--- config.mk ---
export PLATFORM = sky130hd
export DESIGN_NAME = pb_conditioner
export DESIGN_NICKNAME = d
export VERILOG_FILES = /design/src/rtl/pb_pkg.sv /design/src/rtl/pb_debounce_ch.sv /design/src/rtl/pb_conditioner.sv
export SDC_FILE = /design/constraint.sdc
export NUM_CORES = 1
export LEC_CHECK = 0
export CAP_MARGIN = 20
export CORE_AREA = 2 2 65 67
export CTS_CLUSTER_SIZE = 25
export DETAILED_ROUTE_END_ITERATION = 7
export DIE_AREA = 0 0 67 69
export HOLD_SLACK_MARGIN = 0.03
export PLACE_DENSITY = 0.76
export SLEW_MARGIN = 20
export SYNTH_ARGS = -nofsm -noshare
export SYNTH_HDL_FRONTEND = slang
export SYNTH_SLANG_ARGS = --single-unit
--- constraint.sdc ---
create_clock -name clk -period 2.3 [get_ports clk]
set_clock_uncertainty 0.2 [all_clocks]
set_input_delay 0.46 -clock clk [delete_from_list [all_inputs] [get_ports clk]]
set_output_delay 0.46 -clock clk [all_outputs]
set_load 0.01 [all_outputs]
--- src/rtl/pb_pkg.sv ---
// Shared constants for the pushbutton conditioner: op_sel encodings,
// default timing parameters and the released button level.
package pb_pkg;

    typedef logic [1:0] op_sel_t;

    localparam op_sel_t OP_NONE = 2'b00;
    localparam op_sel_t OP_AND  = 2'b10;
    localparam op_sel_t OP_ADD  = 2'b01;

    // 5 ms at 50 MHz
    localparam int DEBOUNCE_CYCLES_DEF = 250000;
    // 0.5 s before the first repeat, then every 0.1 s
    localparam int REPEAT_DELAY_DEF    = 25000000;
    localparam int REPEAT_PERIOD_DEF   = 5000000;

    // Buttons are active-low, so an idle pin reads high
    localparam logic PB_RELEASED = 1'b1;

    // RIGHT has priority when both channels pulse in the same cycle
    function automatic op_sel_t op_next(
        input logic    left,
        input logic    right,
        input op_sel_t cur
    );
        op_sel_t nxt;
        nxt = cur;
        if (right) begin
            nxt = OP_ADD;
        end else if (left) begin
            nxt = OP_AND;
        end
        return nxt;
    endfunction

endpackage

--- src/rtl/pb_debounce_ch.sv ---
// One button channel: 2-flop synchroniser, debounce counter, stable level
// and press pulse. Auto-repeat is built only when PB_REPEAT_EN is defined.
module pb_debounce_ch
    import pb_pkg::*;
#(
    parameter int DEBOUNCE_CYCLES = DEBOUNCE_CYCLES_DEF,
    parameter int REPEAT_DELAY    = REPEAT_DELAY_DEF,
    parameter int REPEAT_PERIOD   = REPEAT_PERIOD_DEF
) (
    input  logic clk,
    input  logic rst,
    input  logic i_raw_n,
    output logic o_level_n,
    output logic o_press
);

    localparam int CW = $clog2(DEBOUNCE_CYCLES);
    localparam logic [CW-1:0] CNT_LAST = CW'(DEBOUNCE_CYCLES - 1);

    logic          r_sync1;
    logic          r_sync2;
    logic [CW-1:0] r_cnt;
    logic          r_stable;
    logic          r_stable_d;
    logic          r_press;
    logic          w_edge;
    logic          w_fire;

    // Two-flop synchroniser; the raw pin feeds nothing else
    always_ff @(posedge clk or posedge rst) begin
        if (rst) begin
            r_sync1 <= PB_RELEASED;
            r_sync2 <= PB_RELEASED;
        end else begin
            r_sync1 <= i_raw_n;
            r_sync2 <= r_sync1;
        end
    end

    // Accept a new level only after it differs for DEBOUNCE_CYCLES cycles
    always_ff @(posedge clk or posedge rst) begin
        if (rst) begin
            r_cnt    <= '0;
            r_stable <= PB_RELEASED;
        end else if (r_sync2 == r_stable) begin
            r_cnt <= '0;
        end else if (r_cnt == CNT_LAST) begin
            r_stable <= r_sync2;
            r_cnt    <= '0;
        end else begin
            r_cnt <= r_cnt + 1'b1;
        end
    end

    // A press is the stable level falling from released to pressed
    assign w_edge = (r_stable_d == PB_RELEASED) &&
                    (r_stable != PB_RELEASED);

`ifdef PB_REPEAT_EN
    localparam int RPT_MAX = (REPEAT_DELAY > REPEAT_PERIOD) ?
                             REPEAT_DELAY : REPEAT_PERIOD;
    localparam int RW = $clog2(RPT_MAX + 1);

    logic [RW-1:0] r_rcnt;
    logic          r_first;
    logic [RW-1:0] w_rlim;
    logic          w_rfire;

    // First interval is the long delay, later ones the short period
    assign w_rlim  = r_first ? RW'(REPEAT_DELAY) : RW'(REPEAT_PERIOD);
    assign w_rfire = (r_stable != PB_RELEASED) && !w_edge &&
                     (r_rcnt == w_rlim);

    // Repeat timer: restarts on each pulse, cleared while released
    always_ff @(posedge clk or posedge rst) begin
        if (rst) begin
            r_rcnt  <= '0;
            r_first <= 1'b1;
        end else if (r_stable == PB_RELEASED) begin
            r_rcnt  <= '0;
            r_first <= 1'b1;
        end else if (w_edge) begin
            r_rcnt  <= RW'(1);
            r_first <= 1'b1;
        end else if (w_rfire) begin
            r_rcnt  <= RW'(1);
            r_first <= 1'b0;
        end else if (r_rcnt != w_rlim) begin
            r_rcnt <= r_rcnt + 1'b1;
        end
    end

    assign w_fire = w_edge | w_rfire;
`else
    logic w_unused_rpt;

    assign w_unused_rpt = ^{32'(REPEAT_DELAY), 32'(REPEAT_PERIOD)};
    assign w_fire       = w_edge;
`endif

    // Delayed stable level and registered one-cycle press pulse
    always_ff @(posedge clk or posedge rst) begin
        if (rst) begin
            r_stable_d <= PB_RELEASED;
            r_press    <= 1'b0;
        end else begin
            r_stable_d <= r_stable;
            r_press    <= w_fire;
        end
    end

    assign o_level_n = r_stable;
    assign o_press   = r_press;

endmodule

--- src/rtl/pb_conditioner.sv ---
// Pushbutton front end: two debounced channels plus sticky op_sel.
// Define PB_REPEAT_EN to enable auto-repeat press pulses while held.
module pb_conditioner
    import pb_pkg::*;
#(
    parameter int DEBOUNCE_CYCLES = DEBOUNCE_CYCLES_DEF,
    parameter int REPEAT_DELAY    = REPEAT_DELAY_DEF,
    parameter int REPEAT_PERIOD   = REPEAT_PERIOD_DEF
) (
    input  logic       clk,
    input  logic       rst,
    input  logic       not_LEFT_raw,
    input  logic       not_RIGHT_raw,
    output logic       not_LEFT_pushbutton,
    output logic       not_RIGHT_pushbutton,
    output logic       left_press,
    output logic       right_press,
    output logic [1:0] op_sel
);

    logic    w_left_press;
    logic    w_right_press;
    op_sel_t r_op_sel;

    pb_debounce_ch #(
        .DEBOUNCE_CYCLES (DEBOUNCE_CYCLES),
        .REPEAT_DELAY    (REPEAT_DELAY),
        .REPEAT_PERIOD   (REPEAT_PERIOD)
    ) u_left (
        .clk       (clk),
        .rst       (rst),
        .i_raw_n   (not_LEFT_raw),
        .o_level_n (not_LEFT_pushbutton),
        .o_press   (w_left_press)
    );

    pb_debounce_ch #(
        .DEBOUNCE_CYCLES (DEBOUNCE_CYCLES),
        .REPEAT_DELAY    (REPEAT_DELAY),
        .REPEAT_PERIOD   (REPEAT_PERIOD)
    ) u_right (
        .clk       (clk),
        .rst       (rst),
        .i_raw_n   (not_RIGHT_raw),
        .o_level_n (not_RIGHT_pushbutton),
        .o_press   (w_right_press)
    );

    // Sticky select, loaded by whichever press pulse arrives
    always_ff @(posedge clk or posedge rst) begin
        if (rst) begin
            r_op_sel <= OP_NONE;
        end else begin
            r_op_sel <= op_next(w_left_press, w_right_press, r_op_sel);
        end
    end

    assign left_press  = w_left_press;
    assign right_press = w_right_press;
    assign op_sel      = r_op_sel;

endmodule

Yosys cells after proc, flatten, opt, wreduce, memory -nomap -nowiden
Cells that the tools add are included.
Storage, ports and cells
  flip-flop bits (word level): 48
  bits in latches: 0
  bits in writable memories: 0
  bits in read-only memories: 0
  input bits: 4
  output and inout port bits: 6
  word-level logic and storage cells: 34
  memories kept: 0
Cells by class
  $add $sub $neg: 2
  multiply operators: 0
  divide/modulo/power cells: 0
  $lt $le $gt $ge: 0
  equality and inequality tests: 4
  shift operators: 0
  multiplexer cells: 6
  bitwise gates (word level): 4
  reductions and logical operators: 5
Operators with widths (count)
  18-bit two-way mux: 4
  18-bit by 1-bit adder with 18-bit output (second input constant): 2
  18-bit == test (second input constant): 2
  2-bit two-way mux: 2
  1-bit NOT: 4
  2-bit AND reduction: 2
  1-bit == test: 2
  1-bit logical AND: 2
  2-bit nonzero test: 1

Depth between registers and ports, before layout
  depth after elaboration: 3
  gate-level depth with buffers: 5
  mapped depth without buffers: 5

Cells and area by module
A second synthesis with hierarchy kept.
Second synthesis, totals
  cell total of the unflattened synthesis: 221
  area total of the unflattened synthesis: 2307.2 µm²
By module, submodules not included
  pb_debounce_ch: instances 2, cells an instance 107, area each 1117.3 µm², sequential area each 580.6 µm²
  pb_conditioner: instances 1, cells an instance 7, area each 72.6 µm², sequential area each 50.0 µm²

Least setup slack after synthesis
OpenSTA, ideal clock, no wires.
  path type: register -> register
  from: register u_right.r_cnt[0]
  to: register u_right.r_cnt[12]
  library setup time: 0.119 ns
  data arrival time: 1.669 ns
  required time: 1.981 ns
  slack: 0.313 ns
  cell stages (with the launch flop): 6
  buffers on the path: 1
  period minus slack after synthesis: 1.987 ns
  path through: dfrtp_1 > ha_1 > nand4_1 > o41ai_4 > buf_4 > nor2_1
Between the ends
  cells in the longest elaborated chain, start to end: 3
  elaborated cells on any way between the ends: 4
  classes of those cells: add/sub (1); eq/ne (1); mux (2)
RTL lines
  start: declaration: line pb_debounce_ch.sv:22  | logic [CW-1:0] r_cnt;
  start signal: assignment: line pb_debounce_ch.sv:51  | r_cnt <= r_cnt + 1'b1;
  18-bit by 1-bit adder with 18-bit output / 18-bit == test (equally long branches): line pb_debounce_ch.sv:51, pb_debounce_ch.sv:47
  18-bit two-way mux *: line pb_debounce_ch.sv:47  | end else if (r_cnt == CNT_LAST) begin
  18-bit two-way mux *: line pb_debounce_ch.sv:45  | end else if (r_sync2 == r_stable) begin
Mark *: on every way between the ends. The rest lies on a longest branch, timed or not.
A chain may end at the register's enable or synchronous reset.

Worst setup path in the final report
  from: register u_right.r_cnt[11]
  to: register u_right.r_cnt[3]
Between the ends
  cells in the longest elaborated chain, start to end: 3
RTL lines (line)
  18-bit == test: pb_debounce_ch.sv:47
  18-bit two-way mux: pb_debounce_ch.sv:47
  18-bit two-way mux: pb_debounce_ch.sv:45
Every way passes these cells.

==> flow_summary_export.csv <==
group,metric,value,unit
logic_synthesis,ys_async_sr_fraction,100.0,%
placed_design,hpwl,2.755,mm
power,power.density,569.4,nW/um2
timing,timing.fmax,478.0,MHz
worst_setup_path,path_class,"reg2reg",
timing,worst_slew_pin_slew,0.4558,ns
cts,clk_latency,0.30,ns
logic_synthesis,yosysTopAreaCell,"dfrtp_1",
logic_synthesis,synth_top_area_share,45.02,%
worst_setup_path,crit_chain,"or4_4, o41ai_4, buf_4, nor2_1",
power,vdd_drop_max,0.3881,mV
grt,grt_first_pass_wirelength,6.782,mm
logic_synthesis,ys.flop_type,"dfrtp_1",
worst_setup_path,critPathLaunch,"u_right.r_cnt[11]",
floorplan,die_h,69,um
grt,grt_max_degree,25,
placed_design,gp_congestion,0.9717,
drt,vias,1548,
floorplan,core-area,3914,um2
drt,postRouteAntennaNets,0,
floorplan,fp-row-count,23,
logic_synthesis,synthDistinctLibCells,30,
drt,totalWireLength,3.847,mm
grt,top_usage_layer,"met2",
logic_synthesis,yosysSeqAreaShare,54.47,%
worst_setup_path,critical-path-max-stage-delay,0.56,ns
placed_design,io_buffers,9,
worst_setup_path,r2r_end,"u_right.r_cnt[3]",
drt,drtIter0Drc,108,
drt,wl_per_cell,13.69,um
timing,min_period_over_period,90.95,%
timing,finalCriticalPeriod,2.092,ns
drt,dr.pass1.iters,4,
logic_synthesis,syn_inst,209,
final_layout,n_antenna_cell,0,
cts,cts_hold_buf,0,
floorplan,start_util,56.81,%
worst_setup_path,required,2.28,ns
final_layout,layout-drive-gt1-share,13.85,%
timing,tns,0,ns
worst_setup_path,critPathSlowestCell,"or4_4",
floorplan,die_x,67,um
grt,grt_pass1_vias,1523,
cts,clockBufferDepth,2,
drt,drc,0,
run,maxCapViolCount,0,
cts,cts_setup_buffers,0,
worst_setup_path,worst_ep_arrival_time,2.07,ns
worst_setup_path,rr_worst_depth,4,
logic_synthesis,ys_top_cells_by_area,"dfrtp_1 (45%), xnor2_1 (10%), dfstp_2 (9.5%)",
cts,htree_levels,2,
cts,cts_tree,"done",
grt,antenna_found_initial,0,
outcome,status,"completed",
grt,grt-ovfl-total,0,
drt,drt-vias-per-instance,5.509,
final_layout,final_cell_mix,"nor2_1 (43), dfrtp_1 (40), xnor2_1 (26), nor4_1 (13), nand3_1 (13)",
cts,numCtsBuffers,5,
final_layout,area_growth,13.11,%
timing,final-hold-violation-count,0,
worst_setup_path,critPathCapture,"u_right.r_cnt[3]",
grt,grt_use_met1,27.36,%
floorplan,io_pins,10,
grt,use_met2,27.72,%
logic_synthesis,syn_nets,215,
cts,root_buffer,"clkbuf_8",
worst_setup_path,r2r_slack,0.21,ns
logic_synthesis,ys_warn_count,0,
logic_synthesis,syn_area_per_cell,10.64,um2
power,p_leak,1.038,nW
timing,grt_setup_unrepaired,"false",
worst_setup_path,start_kind,"flip-flop",
cts,clock_sinks,48,
final_layout,final_common_cell,"nor2_1",
worst_setup_path,crit_fanout,14,
cts,clkSlewWorstSetupHoldPaths,0.08,ns
placed_design,dp.cells,273,
timing,final_max_slew_viol_count,0,
floorplan,die_area,4623,um2
grt,grtUsageMet3,3.915,%
logic_synthesis,netlist_area,2223,um2
logic_synthesis,synth_seq_cells,48,
min_path,hp-class,"reg2reg",
cts,cts-resized-gates,0,
timing,setup_viol,0,
worst_setup_path,cp-end-kind,"flip-flop",
timing,relSlewSlack,69.38,%
logic_synthesis,synth_edf_count,0,
grt,grt_usage,18.93,%
worst_setup_path,r2r_start,"u_right.r_cnt[11]",
final_layout,finalNonFillerCells,281,
final_layout,nets,236,
==> how the worst min path moves through the flow <==
| stage | start | end | slack [ns] | cells after the start |
|---|---|---|---|---|
| 2_1_floorplan | u_left.r_sync1 | u_left.r_sync2 | 0.15 | 0 |
| 3_3_place_gp | u_right.r_sync1 | u_right.r_sync2 | 0.15 | 0 |
| 3_5_place_dp | u_left.r_sync1 | u_left.r_sync2 | 0.15 | 0 |
| 4_1_cts | u_left.r_sync1 | u_left.r_sync2 | 0.16 | 0 |
| 5_1_grt | u_right.r_sync1 | u_right.r_sync2 | 0.16 | 0 |
| 6_report | u_left.r_sync1 | u_left.r_sync2 | 0.16 | 0 |
==> sequential cells by signal (all words and copies together) (netlist names) <==
name / cells
u_right.o_level_n: 1
u_left.r_sync1: 1
u_right.r_cnt: 18
u_right.r_sync1: 1
u_left.r_stable_d: 1
u_right.o_press: 1
op_sel: 2
u_left.o_level_n: 1
u_left.r_sync2: 1
u_right.r_sync2: 1
u_left.r_cnt: 18
u_right.r_stable_d: 1
u_left.o_press: 1
==> where the power goes <==
part	switching [W]	internal [W]
Combinational	0.0000361	0.0000243
Clock	0.000263	0.000240
Sequential	0.0000103	0.000858
Total	0.000309	0.00112
==> layer usage <==
metal | up-vias | part of all wire [%]
li1 | 758 | -
met3 | 5 | 2.4
met5 | - | 0
met4 | 0 | 1.4
met2 | 18 | 46
met1 | 767 | 50
==> worst max-delay path, delay by kind of cell, from the launching register on <==
family	cells	cell delay (ns)
compound gates	1	0.44
buf+inv	1	0.28
flops	1	0.42
simple gates	2	0.63
==> Yosys cell counts, drive strengths merged, types with 2 or more instances <==
master,number
nand2,9
and4,2
buf,2
a21oi,2
nor2b,3
nand4,10
dfstp,8
xor2,5
mux2,2
ha,2
nor3,6
nor4,13
or4,2
inv,11
dfrtp,40
xnor2,26
o41ai,2
nor2,43
nand3,13
==> per-stage QoR <==
step / worst slack (ns) / area, um2 / total power [W] / utilization, % / hold WS, ns
finish: 0.2082 / 2515 / 0.001432 / 64.26 / 0.1599
global route: 0.1098 / 2515 / 0.001510 / 64.26 / 0.1635
CTS: 0.1952 / 2515 / 0.001451 / 64.26 / 0.1603
detailed placement: 0.2259 / 2422 / 0.0009469 / 61.89 / 0.1484
global placement: 0.2593 / 2422 / 0.0009454 / 61.89 / 0.1457
floorplan: 0.3127 / 2223 / 0.0009236 / - / 0.1452
==> area by class of cell <==
| cell class | count | area, um2 |
|---|---|---|
| clock buffers | 6 | 82.58 |
| clock inverters | 2 | 10.01 |
| fillers | 330 | 1399 |
| inverters | 11 | 41.29 |
| multi-input cells | 148 | 952.2 |
| flip-flops and latches | 48 | 1211 |
| well taps | 50 | 62.56 |
| repair buffers | 16 | 155.1 |
==> kinds of logic after synthesis <==
| kind of cell | count (synthesis) | share of synthesized area, % |
|---|---|---|
| adder cells (fa/ha/maj) | 2 | 1.125 |
| XOR/XNOR | 31 | 12.21 |
| flip-flops | 48 | 54.47 |
| AND/OR/NAND/NOR | 104 | 23.92 |
| multiplexers | 2 | 1.013 |
| AO/OA/AOI/OAI | 9 | 4.558 |
| buffers and inverters | 13 | 2.701 |
(Power assumes the default switching activity.)
